**src/rtl/axis_cfg.sv**
```systemverilog
// AXI4-Lite slave keeping a shadow register file and broadcasting each write as a one-cycle cfg strobe.
// Write: AW+W accepted together -> cfg_valid/s_bvalid two cycles later; one write in flight, held by s_bready.
module axis_cfg #(
  parameter int CFG_AWIDTH     = 5,
  parameter int CFG_DWIDTH     = 32,
  parameter int AXI_ADDR_WIDTH = 32
) (
  input  logic                      clk,
  input  logic                      rst,
  input  logic [AXI_ADDR_WIDTH-1:0] s_awaddr,
  input  logic                      s_awvalid,
  output logic                      s_awready,
  input  logic [31:0]               s_wdata,
  input  logic [3:0]                s_wstrb,
  input  logic                      s_wvalid,
  output logic                      s_wready,
  output logic [1:0]                s_bresp,
  output logic                      s_bvalid,
  input  logic                      s_bready,
  input  logic [AXI_ADDR_WIDTH-1:0] s_araddr,
  input  logic                      s_arvalid,
  output logic                      s_arready,
  output logic [31:0]               s_rdata,
  output logic [1:0]                s_rresp,
  output logic                      s_rvalid,
  input  logic                      s_rready,
  output logic [CFG_AWIDTH-1:0]     cfg_addr,
  output logic [CFG_DWIDTH-1:0]     cfg_data,
  output logic                      cfg_valid
);

  localparam int NREG = 2 ** CFG_AWIDTH;

  typedef enum logic [1:0] {W_IDLE, W_COMMIT, W_RESP} wstate_t;
  typedef enum logic {R_IDLE, R_DATA} rstate_t;

  wstate_t                wstate;
  rstate_t                rstate;
  logic                   aw_held;
  logic                   w_held;
  logic [CFG_AWIDTH-1:0]  aw_idx;
  logic [31:0]            w_data;
  logic [3:0]             w_strb;
  logic [CFG_DWIDTH-1:0]  shadow [NREG];
  logic [CFG_DWIDTH-1:0]  merged;
  logic                   aw_fire;
  logic                   w_fire;
  logic                   ar_fire;
  logic                   unused_addr;

  // Byte lanes and address bits above the word index alias onto the same register.
  assign unused_addr = ^{s_awaddr[AXI_ADDR_WIDTH-1:CFG_AWIDTH+2], s_awaddr[1:0],
                         s_araddr[AXI_ADDR_WIDTH-1:CFG_AWIDTH+2], s_araddr[1:0]};

  assign s_awready = (wstate == W_IDLE) && !aw_held;
  assign s_wready  = (wstate == W_IDLE) && !w_held;
  assign s_arready = (rstate == R_IDLE) && (wstate != W_COMMIT);
  assign s_bresp   = 2'b00;
  assign s_rresp   = 2'b00;

  assign aw_fire = s_awvalid && s_awready;
  assign w_fire  = s_wvalid && s_wready;
  assign ar_fire = s_arvalid && s_arready;

  always_comb begin
    merged = shadow[aw_idx];
    for (int b = 0; b < 4; b++) begin
      if (w_strb[b]) merged[8*b +: 8] = w_data[8*b +: 8];
    end
  end

  always_ff @(posedge clk or posedge rst) begin
    if (rst) begin
      wstate    <= W_IDLE;
      aw_held   <= 1'b0;
      w_held    <= 1'b0;
      aw_idx    <= '0;
      w_data    <= '0;
      w_strb    <= '0;
      s_bvalid  <= 1'b0;
      cfg_valid <= 1'b0;
      cfg_addr  <= '0;
      cfg_data  <= '0;
      for (int i = 0; i < NREG; i++) shadow[i] <= '0;
    end else begin
      cfg_valid <= 1'b0;
      case (wstate)
        W_IDLE: begin
          if (aw_fire) begin
            aw_held <= 1'b1;
            aw_idx  <= s_awaddr[CFG_AWIDTH+1:2];
          end
          if (w_fire) begin
            w_held <= 1'b1;
            w_data <= s_wdata;
            w_strb <= s_wstrb;
          end
          if ((aw_held || aw_fire) && (w_held || w_fire)) wstate <= W_COMMIT;
        end
        W_COMMIT: begin
          shadow[aw_idx] <= merged;
          cfg_valid      <= 1'b1;
          cfg_addr       <= aw_idx;
          cfg_data       <= merged;
          s_bvalid       <= 1'b1;
          aw_held        <= 1'b0;
          w_held         <= 1'b0;
          wstate         <= W_RESP;
        end
        W_RESP: begin
          if (s_bready) begin
            s_bvalid <= 1'b0;
            wstate   <= W_IDLE;
          end
        end
        default: wstate <= W_IDLE;
      endcase
    end
  end

  // AR is refused during the commit cycle, so a read never sees a half-written word.
  always_ff @(posedge clk or posedge rst) begin
    if (rst) begin
      rstate   <= R_IDLE;
      s_rvalid <= 1'b0;
      s_rdata  <= '0;
    end else begin
      case (rstate)
        R_IDLE: begin
          if (ar_fire) begin
            s_rdata  <= shadow[s_araddr[CFG_AWIDTH+1:2]];
            s_rvalid <= 1'b1;
            rstate   <= R_DATA;
          end
        end
        R_DATA: begin
          if (s_rready) begin
            s_rvalid <= 1'b0;
            rstate   <= R_IDLE;
          end
        end
        default: rstate <= R_IDLE;
      endcase
    end
  end

endmodule

```
**config.mk**
```make
export PLATFORM = sky130hd
export DESIGN_NAME = axis_cfg
export DESIGN_NICKNAME = d
export VERILOG_FILES = /design/src/rtl/axis_cfg.sv
export SDC_FILE = /design/constraint.sdc
export NUM_CORES = 2
export LEC_CHECK = 0
export CAP_MARGIN = 15
export CELL_PAD_IN_SITES_DETAIL_PLACEMENT = 0
export CELL_PAD_IN_SITES_GLOBAL_PLACEMENT = 1
export CORE_UTILIZATION = 32
export CTS_CLUSTER_SIZE = 24
export DETAILED_ROUTE_END_ITERATION = 8
export PLACE_DENSITY = 0.58
export SLEW_MARGIN = 5
export SYNTH_ARGS = -nofsm -noshare
export SYNTH_HDL_FRONTEND = slang
export SYNTH_SLANG_ARGS = --single-unit
```
**constraint.sdc**
```tcl
create_clock -name clk -period 56.5 [get_ports clk]
set_clock_uncertainty 0.05 [all_clocks]
set_input_delay 11.3 -clock clk [delete_from_list [all_inputs] [get_ports clk]]
set_output_delay 11.3 -clock clk [all_outputs]
set_load 0.01 [all_outputs]
```
After elaboration in Yosys (flattened, before gate mapping)
Index checks and enable logic that the tools add are counted.

Add/subtract/negate cells: 0. $mul: 0. Divide/modulo/power cells: 0. Order comparisons: 3. Equality and inequality tests: 9. Shift operators: 0. Multiplexer cells: 29. Bitwise operators: 3. Reduce and logical (&&, ||, !) cells: 23.

Operators with widths (count): 1024-bit bitwise mux (1); 32-bit binary-select mux with 5-bit select (2); 32-bit demux with 5-bit select (1); 32-bit two-way mux (5); 8-bit two-way mux (4); 2-bit AND reduction (8); 6-bit greater-or-equal comparator (second input constant) (2); 5-bit NOT with 6-bit output (2); 2-bit inequality test (second input constant) (5); 1-bit case mux with 2 select lines (5); 1-bit logical AND (8); 1-bit two-way mux (8); 6-bit by 1-bit < comparator with 1-bit output (second input constant) (1); 2-bit case mux with 3 select lines (1); 2-bit two-way mux (2); 2-bit by 1-bit inequality test with 1-bit output (second input constant) (2); 2-bit nonzero test (2); 2-bit by 1-bit equality test with 1-bit output (second input constant) (1); 2-bit equality test (second input constant) (1); 1-bit zero test (2); 2-bit zero test (1); 1-bit logical OR (2); 1-bit NOT (1).

Bits in registers: 1142. Bits in latches: 0. Memory bits (writable): 0. Memory bits (read-only): 0. Word-level logic and storage cells: 112. Memories: 0.

Logic depth before layout (Yosys ltp)
Depth after elaboration: 7. Depth in mapped cells: 11. Gate-level depth less buffers: 7.

Least setup slack after synthesis
No wires, ideal clock.

Kind: input to register. Start: in s_araddr[2]. End: reg s_rdata[10]. Library setup time: 0.083 ns. Arrival: 12.805 ns. Setup slack: 43.562 ns. Stages on the path: 8. Cell sequence: buf_2 > buf_4 > buf_4 > buf_4 > mux4_2 > o22ai_1 > or4_1 > o21ai_0.

Longest elaborated chain between the ends: 4.

RTL lines: from (decl) (RTL line 20) `input logic [AXI_ADDR_WIDTH-1:0] s_araddr,`; 5-bit NOT with 6-bit output (implied by the code) (RTL line 131) `s_rdata <= shadow[s_araddr[CFG_AWIDTH+1:2]];`; 32-bit binary-select mux with 5-bit select (RTL line 131); 32-bit two-way mux (implied by the code) (2 in series) (RTL line 131); to (signal assigned) (RTL line 131); to (decl) (RTL line 23) `output logic [31:0] s_rdata,`.

No other way between the ends. The select of a mux whose other input is x is not followed. A chain may end at the register's enable or synchronous reset.

Final worst setup path
Start: in s_araddr[3]. End: reg s_rdata[30].

Same word-level chain as after synthesis.

==> flow_summary_export.csv <==
group,metric,value,unit
route,dr.pass1.iters,5,
final_layout,multiInputGateArea,25600,sq um
run_status,status,"complete, no violations",
timing,relSlewSlack,19.3,%
worst_setup_path,critical_path_class,"in2reg",
worst_setup_path,r2r_end,"shadow[984]",
clocking,post_cts_resized,0,
floorplanning,ios,186,
timing,tns,0,ns
yosys,synth-xor-area-share,0,%
yosys,syn_avg_cell_area,10.8,sq um
final_layout,drive_gt1_share,15.9,%
timing,period_share,27.4,%
power_and_ir_drop,power,3.62,mW
clocking,clockBufferDepth,3,
power_and_ir_drop,comb_power_share,38.5,%
route,drcViolationCount,0,
yosys,synth_mux_area_share,20.6,%
hold_path,hp-class,"reg2reg",
yosys,yosysWarningCount,0,
final_layout,fin_nets,5185,
floorplanning,die_area,177000,sq um
final_layout,fillers,17468,
power_and_ir_drop,p_seq_share,36.5,%
floorplanning,num_rows,153,
yosys,synthCells,5205,
run,maxCapViolCount,0,
power_and_ir_drop,p_clk_share,24.9,%
hold_path,hp-start,"s_rdata[24]",
yosys,synth-simple-area-share,10.1,%
yosys,synthAdderAreaFrac,0,%
route,drt-total-wl,218000,um
worst_setup_path,worstSetupEndpoint,"s_rdata[30]",
timing,grt_setup_unrepaired,"no",
floorplanning,die_x,421,um
clocking,cts.sinks,1142,
route,wl_per_cell,29.0,um
global_route,grt_pass1_wl,313000,um
worst_setup_path,timing.rr.start,"aw_idx[1]",
route,drtIter0Drc,3954,
yosys,synth_top_family_by_area,"multiplexers",
global_route,grt-ovfl-total,0,
timing,finalSetupViolations,0,
worst_setup_path,arrival,16.12,ns
timing,hold_viol_final,0,
global_route,first_global_vias,41715,
clocking,insertion_delay,0.80,ns
yosys,synth-main-ff-cell,"dfrtp_1",
final_layout,seqCellArea,28600,sq um
route,post_drt_via_cell_ratio,5.55,
clocking,post_cts_buffers,0,
global_route,track_usage,24.5,%
yosys,ys_async_sr_fraction,100,%
yosys,synth_cell_types,48,
yosys,synth_compound_area_share,14.1,%
yosys,syn-cell-area,56200,sq um
global_route,grt_max_degree,163,
worst_setup_path,cp.required,57.13,ns
worst_setup_path,crit_start,"s_araddr[3]",
route,vias,41706,
placed_design,finalWeightedCongestion,0.802,
placed_design,port_buffers,127,
power_and_ir_drop,internal_power,2.13,mW
yosys,synth_edf_count,0,
clocking,cts_made_buffers,138,
power_and_ir_drop,powerDensity,56.7,nW/um^2
route,ant_nets,0,
timing,worstMarginPinSlew,1.21,ns
final_layout,syn2layout_area_growth,13.6,%
placed_design,dpl.hpwl,121000,um
worst_setup_path,reg2reg_depth,8,
timing,fmax,64.6,MHz
clocking,cts.hold.buffers_added,0,
timing,period_minus_slack,15.49,ns
power_and_ir_drop,p_leak,27.2,nW
clocking,cts_tree,"done",
clocking,clk_pin_slew,0.05,ns
final_layout,layout_common_cells,"nand2_1, dfrtp_1, o21ai_0",
yosys,synth_seq_cells,1142,
final_layout,final_common_cell,"nand2_1",
yosys,ys_seq_area_share,50.8,%
power_and_ir_drop,switching_share,41.2,%
power_and_ir_drop,ir_worst_vdd,0.0331,mV
floorplanning,die_h,421,um
floorplanning,core,174000,sq um
worst_setup_path,crit_fanout,77,
clocking,htree_levels,4,
worst_setup_path,cp-end-kind,"register",
global_route,grt_antenna_before_repair,15,
power_and_ir_drop,p_switching,1.49,mW
floorplanning,initial_utilization,32.3,%
worst_setup_path,start_kind,"input pin",
worst_setup_path,r2r_slack,51.14,ns
clocking,cts_root_buf,"clkbuf_16",
timing,slew_violations,0,
[how the worst min path moves through the flow]
stage	end	cells past startpoint	slack (ns)
floorplan	shadow[162]	2	0.41
global placement	cfg_addr[1]	2	0.42
detailed placement	cfg_addr[3]	2	0.42
CTS	s_rdata[24]	2	0.44
global route	cfg_data[2]	2	0.46
finish	s_rdata[24]	2	0.43
[power by group through the flow]
stage	combinational [mW]	clock, mW	sequential [mW]
4_1_cts	1.40	0.921	1.32
6_report	1.40	0.903	1.32
3_3_place_gp	1.38	0	1.32
3_5_place_dp	1.39	0	1.33
2_1_floorplan	0.927	0	1.25
5_1_grt	1.51	0.952	1.36
[through the flow]
step | cell area, sq um | std cells | hold WS, ns | setup WS, ns | utilization, %
floorplan | 56200 | 5208 | 0.411 | 12.99 | -
finish | 63800 | 7516 | 0.432 | 41.01 | 36.6
CTS | 63800 | 7508 | 0.440 | 41.09 | 36.6
global placement | 59300 | 7262 | 0.418 | 40.28 | 34.0
global route | 63800 | 7508 | 0.462 | 40.95 | 36.6
detailed placement | 59300 | 7263 | 0.420 | 40.26 | 34.0
[critical path, stage by stage]
cell and delay, ns:
buf_8 0.62, buf_4 0.94, buf_4 0.87, buf_4 0.82, mux4_2 0.40, o22ai_1 0.08, or4_1 0.71, o21ai_0 0.22
[sequential cells by signal (all words and copies together) (netlist names)]
| signal | count |
|---|---|
| rstate | 1 |
| w_held | 1 |
| cfg_addr | 5 |
| aw_idx | 5 |
| wstate | 2 |
| s_rdata | 32 |
| s_bvalid | 1 |
| shadow | 1024 |
| aw_held | 1 |
| s_rvalid | 1 |
| w_strb | 4 |
| w_data | 32 |
| cfg_valid | 1 |
| cfg_data | 32 |
[layout make-up]
class	instances	area share [%]
multi-input cells	3546	40.1
diodes	8	0.0314
flip-flops and latches	1142	44.8
well taps	2325	4.56
clock inverters	35	0.604
inverters	9	0.0647
clock buffers	210	6.50
repair buffers	241	3.42
[logic make-up (layout without fill, tap and decap cells)]
family	Yosys count	in the layout
AND/OR/NAND/NOR	1389	1389
buffers and inverters	520	495
other	1	12
AO/OA/AOI/OAI	1454	1454
flip-flops	1142	1142
multiplexers	699	699
[layer usage]
| layer | vias up | track usage, % | share of wire, % |
|---|---|---|---|
| met1 | 21457 | 33.6 | 44 |
| met2 | 1301 | 38.5 | 46 |
| met3 | 345 | 4.58 | 6.1 |
| li1 | 18601 | - | - |
| met5 | - | 0 | 0.0083 |
| met4 | 2 | 9.20 | 3.6 |
[synth_stat cells, drive strengths merged (4+ instances only)]
| cell type | count | share of area, % |
|---|---|---|
| nor2b | 5 | 0.056 |
| buf | 177 | 1.9 |
| or4 | 33 | 0.44 |
| mux2 | 37 | 0.74 |
| nand3 | 32 | 0.28 |
| nor3 | 21 | 0.22 |
| a211oi | 10 | 0.13 |
| mux4 | 362 | 15 |
| a21oi | 23 | 0.20 |
| o22ai | 187 | 2.1 |
| and2 | 4 | 0.045 |
| inv | 9 | 0.060 |
| nand2b | 4 | 0.045 |
| dfrtp | 1142 | 51 |
| o21ai | 1131 | 10 |
| nand2 | 1204 | 8.0 |
| o221ai | 5 | 0.078 |
| a22oi | 94 | 1.3 |
| mux2i | 300 | 5.3 |
| nor4 | 5 | 0.056 |
| nor2 | 18 | 0.13 |
| clkbuf | 334 | 2.4 |
| nand4 | 44 | 0.49 |
No activity file was read; power rests on OpenSTA's default activity.
